## src/rtl/adder_sub_16bit.sv

```systemverilog
// 16-bit add/sub built from four 4-bit CLA groups, registered result.
// Build with SATURATE_ARITH_EN defined to clamp the sum on signed overflow.
module adder_sub_16bit (
    input  logic        clk,
    input  logic        rst,
    input  logic        in_valid,
    input  logic [15:0] a,
    input  logic [15:0] b,
    input  logic        is_sub,
    output logic        out_valid,
    output logic [15:0] sum,
    output logic        ovfl,
    output logic        cout
);

    logic [15:0] b_eff;
    logic [15:0] g;
    logic [15:0] p;
    logic [15:0] carry;
    logic [3:0]  grp_g;
    logic [3:0]  grp_p;
    logic [4:0]  gc;
    logic [15:0] raw_sum;
    logic        ovfl_raw;
    logic [15:0] sum_d;

    assign b_eff = b ^ {16{is_sub}};
    assign g     = a & b_eff;
    assign p     = a ^ b_eff;

    for (genvar gi = 0; gi < 4; gi++) begin : grp
        logic [3:0] bg;
        logic [3:0] bp;
        logic       ci;

        assign bg = g[4*gi +: 4];
        assign bp = p[4*gi +: 4];
        assign ci = gc[gi];

        assign carry[4*gi]   = ci;
        assign carry[4*gi+1] = bg[0] | (bp[0] & ci);
        assign carry[4*gi+2] = bg[1] | (bp[1] & bg[0])
                             | (bp[1] & bp[0] & ci);
        assign carry[4*gi+3] = bg[2] | (bp[2] & bg[1])
                             | (bp[2] & bp[1] & bg[0])
                             | (bp[2] & bp[1] & bp[0] & ci);

        assign grp_g[gi] = bg[3] | (bp[3] & bg[2])
                         | (bp[3] & bp[2] & bg[1])
                         | (bp[3] & bp[2] & bp[1] & bg[0]);
        assign grp_p[gi] = &bp;
    end

    // Group-level lookahead: all group carries from G/P and cin in parallel
    assign gc[0] = is_sub;
    assign gc[1] = grp_g[0] | (grp_p[0] & gc[0]);
    assign gc[2] = grp_g[1] | (grp_p[1] & grp_g[0])
                 | (grp_p[1] & grp_p[0] & gc[0]);
    assign gc[3] = grp_g[2] | (grp_p[2] & grp_g[1])
                 | (grp_p[2] & grp_p[1] & grp_g[0])
                 | (grp_p[2] & grp_p[1] & grp_p[0] & gc[0]);
    assign gc[4] = grp_g[3] | (grp_p[3] & grp_g[2])
                 | (grp_p[3] & grp_p[2] & grp_g[1])
                 | (grp_p[3] & grp_p[2] & grp_p[1] & grp_g[0])
                 | (grp_p[3] & grp_p[2] & grp_p[1] & grp_p[0] & gc[0]);

    assign raw_sum  = p ^ carry;
    assign ovfl_raw = gc[4] ^ carry[15];

`ifdef SATURATE_ARITH_EN
    always_comb begin
        sum_d = raw_sum;
        if (ovfl_raw)
            sum_d = a[15] ? 16'h8000 : 16'h7FFF;
    end
`else
    assign sum_d = raw_sum;
`endif

    always_ff @(posedge clk or posedge rst) begin
        if (rst) begin
            out_valid <= 1'b0;
            sum       <= 16'h0000;
            ovfl      <= 1'b0;
            cout      <= 1'b0;
        end else begin
            out_valid <= in_valid;
            if (in_valid) begin
                sum  <= sum_d;
                ovfl <= ovfl_raw;
                cout <= gc[4];
            end
        end
    end

endmodule

```

## config.mk

```make
export PLATFORM = sky130hd
export DESIGN_NAME = adder_sub_16bit
export DESIGN_NICKNAME = d
export VERILOG_FILES = /design/src/rtl/adder_sub_16bit.sv
export SDC_FILE = /design/constraint.sdc
export NUM_CORES = 1
export LEC_CHECK = 0
export ABC_AREA = 1
export CORE_MARGIN = 10
export CORE_UTILIZATION = 48
export CTS_BUF_LIST = sky130_fd_sc_hd__clkbuf_8
export DETAILED_ROUTE_END_ITERATION = 10
export GPL_TIMING_DRIVEN = 0
export PLACE_DENSITY = 0.83
export SLEW_MARGIN = 10
export SYNTH_ARGS = -nofsm -noshare
export SYNTH_HDL_FRONTEND = slang
export SYNTH_SLANG_ARGS = --single-unit
```

## constraint.sdc

```tcl
create_clock -name clk -period 0.8 [get_ports clk]
set_input_delay 0.08 -clock clk [delete_from_list [all_inputs] [get_ports clk]]
set_output_delay 0.08 -clock clk [all_outputs]
set_load 0.01 [all_outputs]
```

* Yosys cells after proc, flatten, opt, wreduce, memory -nomap -nowiden
Cells that the tools add are included.
** Word-level totals
- Memories :: 0
- Register bits after elaboration :: 19
- Bits in latches :: 0
- Bits in read-only memories :: 0
- Output and inout port bits :: 19
- Memory bits (writable) :: 0
- Input bits :: 36
- Word-level logic and storage cells :: 131
** Operators by class
- Shift operators :: 0
- Multiply operators :: 0
- Order comparisons :: 0
- Eq/ne operators :: 0
- Bitwise logic cells :: 123
- Div/mod/pow operators :: 0
- Mux-type cells :: 0
- Reductions and logical operators :: 4
- Add/sub/neg operators :: 0
** Operator list (count)
- $and A1 B1 Y1 :: 72
- $xor A16 B16 Y16 :: 3
- $or A1 B1 Y1 :: 46
- $and A16 B16 Y16 :: 1
- $reduce_and A4 Y1 :: 4
- $xor A1 B1 Y1 :: 1

* Logic depth before layout (Yosys ltp)
- Word-level depth :: 13
- Depth in mapped cells :: 16
- Mapped depth without buffers :: 15

* Least setup slack after synthesis
OpenSTA, ideal clock, no wires.
- Kind :: input -> register
- From :: input is_sub
- To :: register sum[13]
- Data arrival time :: 2.078 ns
- Library setup time :: 0.083 ns
- Stages on the path :: 13
- Path buffers :: 2
- Slack :: -1.361 ns
- Data required time :: 0.717 ns
- Cell sequence :: buf_6 > buf_2 > xor2_1 > ha_1 > nand2_2 > nor2_4 > and2_1 > nand2_1 > nand2_2 > inv_1 > fa_1 > xor2_1 > o21ai_0
** Between the ends
- Cells in the longest elaborated chain, start to end :: 13
- Elaborated cells between the ends (all ways) :: 41
- Classes of those cells :: bitwise (38); reduce/logical (3)
** RTL lines
- start: declaration :: RTL line 9 : input logic is_sub,
- $xor A16 B16 Y16 :: RTL line 27 : assign b_eff = b ^ {16{is_sub}};
- $xor A16 B16 Y16 or $and A16 B16 Y16 (tied branches) :: RTL line 29, 28
- $and A1 B1 Y1, on equally long branches :: RTL line 48, 49, 50
- $or A1 B1 Y1, or another cell as far along :: RTL line 48 : assign grp_g[gi] = bg[3] | (bp[3] & bg[2])
- $or A1 B1 Y1 or $and A1 B1 Y1 (tied branches) :: RTL line 49, 50
- $or A1 B1 Y1 :: RTL line 50 : | (bp[3] & bp[2] & bp[1] & bg[0]);
- $and A1 B1 Y1 :: RTL line 59 : assign gc[3] = grp_g[2] | (grp_p[2] & grp_g[1])
- $or A1 B1 Y1 :: RTL line 59
- $or A1 B1 Y1 :: RTL line 60 : | (grp_p[2] & grp_p[1] & grp_g[0])
- $or A1 B1 Y1 :: RTL line 61 : | (grp_p[2] & grp_p[1] & grp_p[0] & gc[0]);
- $and A1 B1 Y1 :: RTL line 41 : assign carry[4*gi+1] = bg[0] | (bp[0] & ci);
- $or A1 B1 Y1 :: RTL line 41
- $xor A16 B16 Y16 (*) :: RTL line 67 : assign raw_sum = p ^ carry;
- end signal: assignment :: RTL line 89 : sum <= sum_d;
- end: declaration :: RTL line 11 : output logic [15:0] sum,
Mark *: on every way between the ends. The rest lies on a longest branch, timed or not.
A chain may end at the register's enable or synchronous reset.

* Worst setup path in the final report
Same ends and word-level chain as after synthesis.

==> qor.txt <==
Status -> complete, but fails checks
Failing checks -> setup timing
Count of cell types in the netlist -> 31
Post-DP HPWL -> 3.50 mm
Cell mode on critical path -> nand2_4
Via Count -> 2218
DRT iter0 DRCs -> 185
Period utilization -> 237%
Final instance area -> 3180 sq um
Max Buffers Root-to-Sink -> 2
Largest family of logic cells by synthesized area -> simple AND/OR/NAND/NOR gates
Worst VDD drop -> 931 uV
Share of the yosys chip area belonging to registers -> 28.1%
GP Congestion -> 0.812
Final net count -> 384
Die height -> 79.3 um
Yosys reg bits -> 19
Drt pass-1 iters -> 5
Syn Inst Count -> 220
Sequential share of power -> 24.2%
Post-synthesis net count -> 275
Post-route DRC violation count -> 0
Fin. Hold Viols -> 0
Slowest CP cell -> ha_1
Post-place instance area -> 2320 sq um
Adder-cell share of the synthesized area -> 15.4%
Synth top area cells -> dfrtp_1 (28%), nand2_1 (12%), ha_1 (12%)
Psw -> 2.30 mW
Syn. warnings -> 0
H-tree levels -> 1
Switch share -> 41.5%
CTS tree -> built
Power Total -> 5.54 mW
Root Driver -> clkbuf_8
Logic pwr share -> 62.4%
Clock transition at path regs -> 0.09 ns
Antenna fix cells -> 0
Setup WS post-layout -> -1.10 ns
Placed cells -> 319
Hold Crit Class -> input port to asynchronous set/reset pin
Core area -> 3360 sq um
Cell leakage power -> 1.66 nW
Relative slew slack -> 67.2%
Port bufs -> 53
Setup crit end kind -> flip-flop
Dominant cell by count in the synthesized netlist -> nand2_1
First-pass GRT wire length -> 9.60 mm
CP bufs+invs -> 3
Worst skew pair latency -> 0.27 ns
I/O pins -> 55
Crit path kind -> input port to flip-flop
CP delay by family, top -> adder cells
P_int -> 3.24 mW
Post-DR wirelength/cell -> 22.4 um
Die Width -> 79.3 um
Power Density -> 1740 nW/um^2
Max FO, Critical Path -> 7
GR Overflow Total -> 0
Rows -> 21
CP Data Required Time -> 0.95 ns
Worst path cell trace -> buf_16 > buf_12 > xor2_1 > ha_1 > nand2_2 > nand2_2 > nand3_2 > nand2_4 > nand2_4 > nand2_4 > inv_2 > fa_2 > xor2_1 > o21ai_1
Largest net degree at the start of global routing -> 20
Final ANT Viol Nets -> 0
Mapped cell area -> 1690 sq um
F_max -> 0.527 GHz
Fin. max-slew vios -> 0
Final setup fails -> 37
Hold WS -> 0.176 ns
CP Launch Type -> input port
Post-synth EDFFs -> 0
RSZ-0062 raised after global routing -> yes
Mux contribution to synthesized area -> 0.592%
Layout cell share with drive strength beyond 1 -> 49.4%
Via density -> 5.93
Detailed Route WL -> 8.39 mm
Most frequent cells after synthesis -> nand2_1 (56), inv_1 (29), dfrtp_1 (19)
Starting Density -> 50.3%
DIE AREA -> 6300 sq um
Synth Area per Inst -> 7.68 sq um
Most common flop cell mapped by yosys -> dfrtp_1
Max Cap Violations -> 0
Area grow syn2layout -> 88.3%
Synth top area share -> 28.1%
Hold buffer count at cts -> 0
Final Non-Filler Cells -> 374
Fin Setup TNS -> -17.59 ns
Cell taking the most area after synthesis -> dfrtp_1
Clk sinks -> 19
Crit path time final -> 1.90 ns
Worst endpoint data arrival time -> 2.05 ns
TritonCTS Buffers -> 3
Clk pwr share -> 13.4%
Critical path's largest stage delay -> 0.34 ns
XOR/XNOR Fraction of Synth Area -> 10.9%
Fin Clk Skew -> 0 ns
Compound-Gate Fraction of Synth Area -> 8.22%
Slew @ Worst Pin -> 0.492 ns
Initial antenna violation count -> 0
Post-Synth Simple-Gate Area -> 27.2%
Async set-reset flop share out of synthesis -> 100%
Vias in the first global route -> 2090
GRT Overall Usage -> 18.7%
## stage by stage
step	util (%)	setup slack, ns
floorplan	-	-1.22
global placement	69.0	-1.56
detailed placement	69.0	-1.60
CTS	82.1	-0.993
global route	94.6	-1.18
finish	94.6	-1.10
## registers in the layout (all words and copies together), names as in the netlist
name and cells:
out_valid 1, cout 1, sum 16, ovfl 1
## power by group through the flow
stage | logic, mW | registers [mW] | clock network [mW]
2_1_floorplan | 1.07 | 1.40 | 0
3_3_place_gp | 1.97 | 1.30 | 0
3_5_place_dp | 2.04 | 1.30 | 0
4_1_cts | 2.54 | 1.29 | 0.685
5_1_grt | 3.64 | 1.36 | 0.741
6_report | 3.46 | 1.34 | 0.742
## cell usage in the layout (no fill, tap or decap), types with 5 or more instances in the layout
cell              n
xor2_2            5
ha_4              7
o21ai_1           8
nor2_2            6
nand2_4           6
nand2_2          19
nand3_2           8
inv_2             8
dlygate4sd2_1    11
buf_6            23
buf_2             6
clkdlybuf4s50_1  10
ha_1              9
inv_1            22
nand2_1          43
xor2_1           12
dfrtp_1          19
buf_4            41
dlymetal6s2s_1   10
## cell type report
class / count / area, sq um
Buffer: 5 / 77.6
Clock buffer: 3 / 41.3
Clock inverter: 1 / 3.75
Fill cell: 101 / 180
Inverter: 31 / 123
Multi-Input combinational cell: 165 / 1440
Sequential cell: 19 / 475
Tap cell: 46 / 57.6
Timing Repair Buffer: 104 / 965
## logic make-up (layout without fill, tap and decap cells)
kind of cell / Yosys count / count (layout)
mux: 1 / 1
buf+inv: 36 / 144
compound gates: 24 / 24
fa+ha+maj: 19 / 19
flops: 19 / 19
xor+xnor: 21 / 21
simple gates: 100 / 100
## per-layer routing
layer,track usage (%),vias to the layer above,share of wire [%]
met5,0,-,0
met4,5.02,0,7.2
met3,4.17,63,9.1
met2,36.0,183,49
met1,19.8,1063,35
li1,-,909,-
## path summary, 6_finish.rpt
| check | from | to | slack, ns | cells after the start |
|---|---|---|---|---|
| worst min register to register | sum[11]$_DFFE_PP0P_ | sum[11]$_DFFE_PP0P_ | 0.51 | 2 |
| worst max register to register | sum[7]$_DFFE_PP0P_ | sum[7]$_DFFE_PP0P_ | -0.08 | 3 |
| worst max-delay path | is_sub | sum[13]$_DFFE_PP0P_ | -1.10 | 14 |
| worst min-delay path | rst | sum[12]$_DFFE_PP0P_ | 0.18 | 2 |
| min in group clk | is_sub | sum[0]$_DFFE_PP0P_ | 0.31 | 4 |
| max in group asynchronous | rst | sum[5]$_DFFE_PP0P_ | 0.33 | 2 |
## worst register-to-register path: stages, from the launching register on
cell	delay [ns]
dfrtp_1	0.41
buf_4	0.15
nor2_1	0.13
a31oi_1	0.07
## repair_timing
action                     in CTS  in global routing
resized for setup             142                 63
pin swaps                      51                 50
buffers inserted               35                 18
setup endpoints to repair      37                 56
cloned                          1                  0
(Power assumes the default switching activity.)
